--- src/rtl/demux_pkg.sv ---
// Shared constants for the 1-to-2 registered demultiplexer: default width and select encodings.
package demux_pkg;

   localparam int unsigned DEFAULT_WIDTH = 4;

   localparam logic SEL_OUT0 = 1'b0;
   localparam logic SEL_OUT1 = 1'b1;

endpackage

--- src/rtl/demux_out_reg.sv ---
// One output channel: WIDTH-bit data register plus valid flag, cleared asynchronously.
module demux_out_reg #(
   parameter int unsigned Width = 4
) (
   input  logic             clk_i,
   input  logic             rst_i,
   input  logic             load_i,
   input  logic [Width-1:0] data_i,
   output logic [Width-1:0] data_o,
   output logic             valid_o
);

   logic [Width-1:0] data_d, data_q;
   logic             valid_d, valid_q;

   // A channel that is not loaded this cycle drives zeros rather than holding stale data.
   always_comb begin
      data_d  = '0;
      valid_d = 1'b0;
      if (load_i) begin
         data_d  = data_i;
         valid_d = 1'b1;
      end
   end

   always_ff @(posedge clk_i or posedge rst_i) begin
      if (rst_i) begin
         data_q  <= '0;
         valid_q <= 1'b0;
      end else begin
         data_q  <= data_d;
         valid_q <= valid_d;
      end
   end

   assign data_o  = data_q;
   assign valid_o = valid_q;

endmodule

--- src/rtl/demux_1to2.sv ---
// Registered 1-to-2 demultiplexer: routes data_in to the channel chosen by sel, zeros the other.
module demux_1to2
   import demux_pkg::*;
#(
   parameter int unsigned WIDTH = DEFAULT_WIDTH
) (
   input  logic             clk,
   input  logic             rst,
   input  logic [WIDTH-1:0] data_in,
   input  logic             sel,
   input  logic             in_valid,
   output logic [WIDTH-1:0] data_out0,
   output logic [WIDTH-1:0] data_out1,
   output logic             out_valid0,
   output logic             out_valid1
);

   logic load0, load1;

   // Case-equality matching sends any X/Z on in_valid or sel to the default: nothing loads.
   always_comb begin
      load0 = 1'b0;
      load1 = 1'b0;
      case ({in_valid, sel})
         {1'b1, SEL_OUT0}: load0 = 1'b1;
         {1'b1, SEL_OUT1}: load1 = 1'b1;
         default: ;
      endcase
   end

   demux_out_reg #(
      .Width (WIDTH)
   ) u_out0 (
      .clk_i   (clk),
      .rst_i   (rst),
      .load_i  (load0),
      .data_i  (data_in),
      .data_o  (data_out0),
      .valid_o (out_valid0)
   );

   demux_out_reg #(
      .Width (WIDTH)
   ) u_out1 (
      .clk_i   (clk),
      .rst_i   (rst),
      .load_i  (load1),
      .data_i  (data_in),
      .data_o  (data_out1),
      .valid_o (out_valid1)
   );

endmodule

--- config.mk ---
export PLATFORM = sky130hd
export DESIGN_NAME = demux_1to2
export DESIGN_NICKNAME = d
export VERILOG_FILES = /design/src/rtl/demux_pkg.sv /design/src/rtl/demux_out_reg.sv /design/src/rtl/demux_1to2.sv
export SDC_FILE = /design/constraint.sdc
export NUM_CORES = 1
export LEC_CHECK = 0
export BUFFER_PORTS_ARGS = -buffer_cell sky130_fd_sc_hd__buf_2
export CORE_MARGIN = 10
export CORE_UTILIZATION = 25
export CTS_BUF_LIST = sky130_fd_sc_hd__clkbuf_8
export CTS_CLUSTER_DIAMETER = 100
export DETAILED_ROUTE_END_ITERATION = 10
export MAX_ROUTING_LAYER = met4
export SLEW_MARGIN = 5
export SYNTH_ARGS = -nofsm -noshare
export SYNTH_HDL_FRONTEND = slang
export SYNTH_HIERARCHICAL = 1
export SYNTH_SLANG_ARGS = --single-unit
--- constraint.sdc ---
create_clock -name clk -period 1.06 [get_ports clk]
set_input_delay 0.106 -clock clk [delete_from_list [all_inputs] [get_ports clk]]
set_output_delay 0.106 -clock clk [all_outputs]
set_load 0.02 [all_outputs]
Word-level counts from Yosys, hierarchy flattened
Index checks and enable logic that the tools add are counted.
{"block": "totals", "reg_bits": 10, "inputBits": 8, "word_cells": 12}
{"block": "op_classes", "eq_ne": 2, "n_mux": 6}
{"op": "$mux W4", "count": 2}
{"op": "$eq A2 B2 Y1 const B", "count": 2}
{"op": "$mux W1", "count": 4}

Longest topological paths before layout
Gate-level depths: netlist (run 1).
{"block": "depth", "depth_word": 3, "mapped_depth": 2, "mapped_depth_nobuf": 2}

Cells and area by module
Netlist (run 1), hierarchy kept.
{"module": "demux_out_reg", "n_inst": 2, "cells_each": 10, "area_each_um2": 153.9}
{"module": "demux_1to2", "n_inst": 1, "cells_each": 2, "area_each_um2": 16.3}

Worst setup path before layout (run 1)
No wires, ideal clock.
{"block": "synth_timing", "path_type": "input -> register", "start": "input sel", "end": "register u_out0.data_q[0], in the netlist u_out0/data_o[0]", "t_arrival_ns": 0.439, "t_required_ns": 0.941, "path_slack_ns": 0.502, "stages": 2, "n_path_buf": 0, "path_cell_list": "and2b_2 > and2_1"}
{"block": "synth_between", "elab_chain_len": 3}
{"item": "from (decl)", "line": "demux_1to2.sv:10", "rtl": "input logic sel,"}
{"item": "$eq A2 B2 Y1", "line": "demux_1to2.sv:24", "rtl": "case ({in_valid, sel})"}
{"item": "$mux W1", "line": "demux_1to2.sv:24"}
{"item": "$mux W4", "line": "demux_out_reg.sv:20", "rtl": "if (load_i) begin"}
{"item": "via u_out0.data_d[0]", "line": "demux_out_reg.sv:13", "rtl": "logic [Width-1:0] data_d, data_q;"}
{"item": "to (signal assigned)", "line": "demux_out_reg.sv:31", "rtl": "data_q <= data_d;"}
{"item": "to (decl)", "line": "demux_out_reg.sv:13"}
The timed path passes the listed nets, and every way through them passes these cells.

Worst setup path after layout (run 1)
{"block": "layout_timing", "start": "register u_out0.data_q[2], in the netlist u_out0/data_o[2]", "end": "output data_out0[2]"}
{"item": "to (decl)", "line": "demux_1to2.sv:12", "rtl": "output logic [WIDTH-1:0] data_out0,"}
No word-level cell between the ends.

==> flow_summary.ini, run 1 <==
[synth]
synth.distinct_cells = 5
syn_avg_cell_area_um2 = 14.7
synth_top_area_share_pct = 77.2
yosys_warnings = 6
netlist_area_um2 = 324
yosysSeqAreaShare_pct = 77.2
synth_nets = 30
netlist_instances = 22
synth_top_cell_by_area = dfrtp_1
synth_seq_cells = 10
synth.area.top_cells = dfrtp_1 (77%), and2_1 (15%), and2b_2 (2.7%), and2_2 (2.3%), inv_1 (2.3%)

[worst_setup_path]
slowest_stage = dfrtp_1
crit_buf_inv = 1
slowest_delay_ps = 360
cp-start-kind = register
end_kind = output pin
path_cells = buf_2
critPathLaunch = u_out0/data_o[2]
arrival_ps = 750
cp_top_family = flip-flops
crit_type = reg -> out
critPathMaxFanout = 1
worstPathRequired_ps = 950

[global_route]
grt_use_total_pct = 5.07
grt_pass1_vias = 258
overflow = 0
grt_start_max_net_pins = 6
antenna_found_initial = 0
grt_pass1_wl_um = 1150

[clock_network]
cts_root_buffer = clkbuf_8
htreeDepth = 1
post_cts_buffers = 0
cts_sinks = 10
cts_tree = yes
cts_max_path_buffers = 2
path_clk_slew_ps = 40
numCtsBuffers = 3

[power_and_ir_drop]
power_leakage_nw = 0.279
power_mw = 0.849
power.density_nw_per_um2 = 1780
vdd_drop_max_mv = 0.565

[floorplan]
start_util_pct = 27.7
coreArea_um2 = 1170
die_x_um = 56.0
rows = 12
die_h_um = 56.0
io_pins = 18
dieArea_um2 = 3140

[outcome]
status = completed

[placement]
place_inst = 53
routabilityCongestion = 0.652
portBuffers = 17

[routing]
drc = 0
antenna_left = 0
drt_iter0_markers = 2
vias = 218
wl_per_cell_um = 12.4
first_pass_iters = 2
routed_wl_um = 708
via_per_inst = 3.82

[timing]
final_max_slew_viol_count = 0
fmax_mhz = 1170
rsz0062_at_grt = no
finalCriticalPeriod_ps = 853
min_period_over_period_pct = 80.4
maxSlewHeadroom_pct = 87.6
worst_slew_pin_slew_ps = 186
tns_ps = 0
setup_viol = 0
holdWs_ps = 111
hold_viol_final = 0

[final_layout]
antenna_cells = 0
instances_no_fill = 57
drive_gt1_share_pct = 51.2
final_common_cell = buf_2
final_cell_mix = buf_2 (17), dfrtp_1 (10), and2_1 (8)
syn2layout_area_growth_pct = 47.5
final_nets = 53
fillCellCount = 122

[min_path]
worstHoldStart = data_in[1]
min_path_type = in -> reg

[flow_run]
drv_cap = 0
flip-flops by register name (all words and copies together) (netlist names):
| register | count |
|---|---|
| u_out1/valid_o | 1 |
| u_out0/valid_o | 1 |
| u_out0/data_o | 4 |
| u_out1/data_o | 4 |
per-layer routing:
| metal | part of all wire [%] | global-route usage [%] | vias to the layer above |
|---|---|---|---|
| met4 | 0.28 | 7.17 | 0 |
| met3 | 13 | 3.42 | 2 |
| met1 | 53 | 5.61 | 90 |
| met2 | 34 | 4.57 | 20 |
| li1 | - | - | 106 |
| met5 | 0 | - | - |
synthesized netlist by cell type:
cell      n
inv_1     2
and2_2    1
and2b_2   1
dfrtp_1  10
and2_1    8
report_power, final:
part / leakage, nW / internal, mW / switching [mW] / total (mW)
clock network: 0.0216 / 0.247 / 0.124 / 0.370
registers: 0.133 / 0.398 / 0.00309 / 0.402
logic: 0.124 / 0.0314 / 0.0459 / 0.0774
total: 0.279 / 0.676 / 0.173 / 0.849
cell families (layout without fill, tap and decap cells):
group	Yosys count	after routing	share of synthesized area, %
buffers and inverters	2	23	2.32
flip-flops	10	10	77.2
AND/OR/NAND/NOR	10	10	20.5
final timing paths:
| kind | to | slack (ps) | cells past startpoint |
|---|---|---|---|
| worst min-delay path | u_out0/data_o[1] | 110 | 2 |
| worst max-delay path | data_out0[2] | 210 | 1 |
| max in group asynchronous | u_out0/data_o[2] | 570 | 3 |
| min in group asynchronous | u_out1/data_o[0] | 320 | 3 |
timing repair:
action,in CTS,in global routing
hold buffers,1,0
resized for setup,0,0
endpoints found under the hold margin,10,0
layout make-up:
class / count / area, um^2 / share of cell area [%]
Timing Repair Buffer: 18 / 95.1 / 19.9
Inverter: 2 / 7.51 / 1.57
Clock buffer: 3 / 41.3 / 8.64
Sequential cell: 10 / 250 / 52.4
Multi-Input combinational cell: 10 / 66.3 / 13.9
Tap cell: 14 / 17.5 / 3.66
stage by stage:
step | setup slack, ps | utilization (%) | cell area, um^2
6_report | 207 | 40.8 | 478
5_1_grt | 194 | 40.8 | 478
4_1_cts | 204 | 40.8 | 478
3_5_place_dp | 376 | 36.4 | 427
3_3_place_gp | 377 | 36.4 | 427
2_1_floorplan | 502 | - | 324
Power figures use the tool's default switching activity.
==> run 2, diff against run 1 <==
- ABC_AREA: not set -> 1
- clock period: 1.06 -> 0.9 ns (I/O delays scaled with it)
==> run 2 against run 1 <==
Compared with the run above:
- via count increased by 20%
- synthesized cell count up 45%
- hold slack worse by 56 ps
- wire length fell by 3.1%
- die area rose by 2.2%
- non-clock buffer count is the same
- area after synthesis rose by 3.5%
- clock power rose by 19%
- sequential power grew 18%
- global-route usage up 0.20 points
- critical endpoint is now out_valid1
- largest power group unchanged
==> flow_summary.ini, run 2 <==
[worst_setup_path]
slowest_stage = dfrtp_1
worstPathRequired_ps = 810
critPathMaxFanout = 1
end_kind = output pin
cp-start-kind = register
crit_type = reg -> out
arrival_ps = 740
slowest_delay_ps = 360
crit_buf_inv = 1
path_cells = buf_2
cp_top_family = flip-flops

[floorplan]
die_x_um = 56.6
rows = 13
start_util_pct = 26.1
coreArea_um2 = 1280
dieArea_um2 = 3210
die_h_um = 56.6
io_pins = 18

[power_and_ir_drop]
power_leakage_nw = 0.348
p_sw_mw = 0.214
pwr-share-comb_pct = 9.3
vdd_drop_max_mv = 0.564
power.share.clock_pct = 43.7
intPower_mw = 0.793
switching_share_pct = 21.3
seqPwrFrac_pct = 46.9
power.density_nw_per_um2 = 2050

[synth]
synth_seq_cells = 10
netlist_instances = 32
synth_edf_count = 0
async_flop_share_pct = 100
yosys_warnings = 6
synth.area.top_cells = dfrtp_1 (75%), inv_1 (13%), nand2_1 (10%), nor2_2 (1.9%)
synth_top_cell_by_area = dfrtp_1
synth_top_area_share_pct = 74.6
netlist_area_um2 = 335
netlist_top_cells_count = inv_1 (12), dfrtp_1 (10), nand2_1 (9), nor2_2 (1)
syn_avg_cell_area_um2 = 10.5
synth.distinct_cells = 4
synth_nets = 40
yosysMostFrequentCell = inv_1
synth_ff_type = dfrtp_1
yosysSeqAreaShare_pct = 74.6

[timing]
fmax_mhz = 1200
hold_viol_final = 0
min_period_over_period_pct = 92.5
tns_ps = 0
setup_viol = 0
finalCriticalPeriod_ps = 833
worst_slew_pin_slew_ps = 187
maxSlewHeadroom_pct = 87.5
final_max_slew_viol_count = 0
worst_slack_ps = 67.2
rsz0062_at_grt = no

[global_route]
grt_pass1_wl_um = 1200
grt.busiest_layer = met2
grt_start_max_net_pins = 6
grt_use_total_pct = 5.26
grt_pass1_vias = 277
use_met2_pct = 6.90
grtUsageMet3_pct = 2.47
met1_usage_pct = 5.18
antenna_found_initial = 0
overflow = 0

[placement]
place_inst = 64
routabilityCongestion = 0.663
dpl.hpwl_um = 578
dp_worst_setup_slack_ps = 314
portBuffers = 17

[flow_run]
drv_cap = 0

[routing]
routed_wl_um = 686
antenna_left = 0
vias = 261
drc = 0
first_pass_iters = 1
drt_iter0_markers = 0
wl_per_cell_um = 10.1
via_per_inst = 3.84

[clock_network]
cts_resized = 0
htreeDepth = 1
cts_root_buffer = clkbuf_8
post_cts_buffers = 0
cts_tree = yes
cts_max_path_buffers = 2
cts_sinks = 10
path_clk_slew_ps = 40
numCtsBuffers = 3

[min_path]
worstHoldStart = sel
hold_depth = 2
min_path_type = in -> reg
holdPathEnd = u_out0/valid_o

[final_layout]
final_common_cell = buf_2
drive_gt1_share_pct = 39.6
antenna_cells = 0
final_cell_mix = buf_2 (17), inv_1 (12), dfrtp_1 (10)
instances_no_fill = 68
final_nets = 63
syn2layout_area_growth_pct = 46.3

[outcome]
status = completed
## run 2: cell count changes after synthesis
| cell | previous run | this run |
|---|---|---|
| and2_1 | 8 | 0 |
| and2_2 | 1 | 0 |
| and2b_2 | 1 | 0 |
| inv_1 | 2 | 12 |
| nand2_1 | 0 | 9 |
| nor2_2 | 0 | 1 |
## run 2: stage by stage
step	util, %	hold WS (ps)	total power [mW]	instance area (um^2)
2_1_floorplan	-	-131	0.529	335
3_3_place_gp	34.2	-0.582	0.572	439
3_5_place_dp	34.2	4.21	0.573	439
4_1_cts	38.2	51.3	1.03	490
5_1_grt	38.2	67.9	1.07	490
6_report	38.2	55.3	1.01	490
## run 2: how the worst max path moves through the flow
stage                      from            to  slack (ps)  cells past startpoint
4_1_cts          u_out0/valid_o    out_valid0          60                      1
2_1_floorplan  u_out0/data_o[0]  data_out0[0]         390                      0
3_5_place_dp     u_out0/valid_o    out_valid0         310                      1
5_1_grt          u_out1/valid_o    out_valid1          30                      1
6_report         u_out1/valid_o    out_valid1          70                      1
3_3_place_gp   u_out0/data_o[3]  data_out0[3]         320                      1
## run 2: routing by layer
| metal | vias to the layer above | routed length, um |
|---|---|---|
| li1 | 127 | - |
| met3 | 3 | 86 |
| met2 | 15 | 286 |
| met5 | - | 0 |
| met4 | 0 | 31 |
| met1 | 116 | 281 |
## run 2: power groups by stage
stage / clock network, mW / logic, mW / registers (mW)
2_1_floorplan: 0 / 0.0242 / 0.505
3_3_place_gp: 0 / 0.0926 / 0.479
3_5_place_dp: 0 / 0.0935 / 0.479
4_1_cts: 0.460 / 0.0969 / 0.473
5_1_grt: 0.486 / 0.106 / 0.474
6_report: 0.440 / 0.0942 / 0.473
## run 2: what timing repair did
item	4_1_cts	5_1_grt
hold buffers	1	0
endpoints found under the setup margin	0	0
hold endpoints to repair	10	0
## run 2: area by class of cell
class | instances | area (um^2)
tap | 15 | 18.8
timing repair buffer | 18 | 95.1
fill | 138 | 795
inverter | 12 | 45.0
sequential | 10 | 250
clock buffer | 3 | 41.3
multi-input combinational | 10 | 40.0
## run 2: logic make-up after synthesis
| family | after synthesis | share of synthesized area [%] |
|---|---|---|
| buffers and inverters | 12 | 13.4 |
| flip-flops | 10 | 74.6 |
| AND/OR/NAND/NOR | 10 | 11.9 |
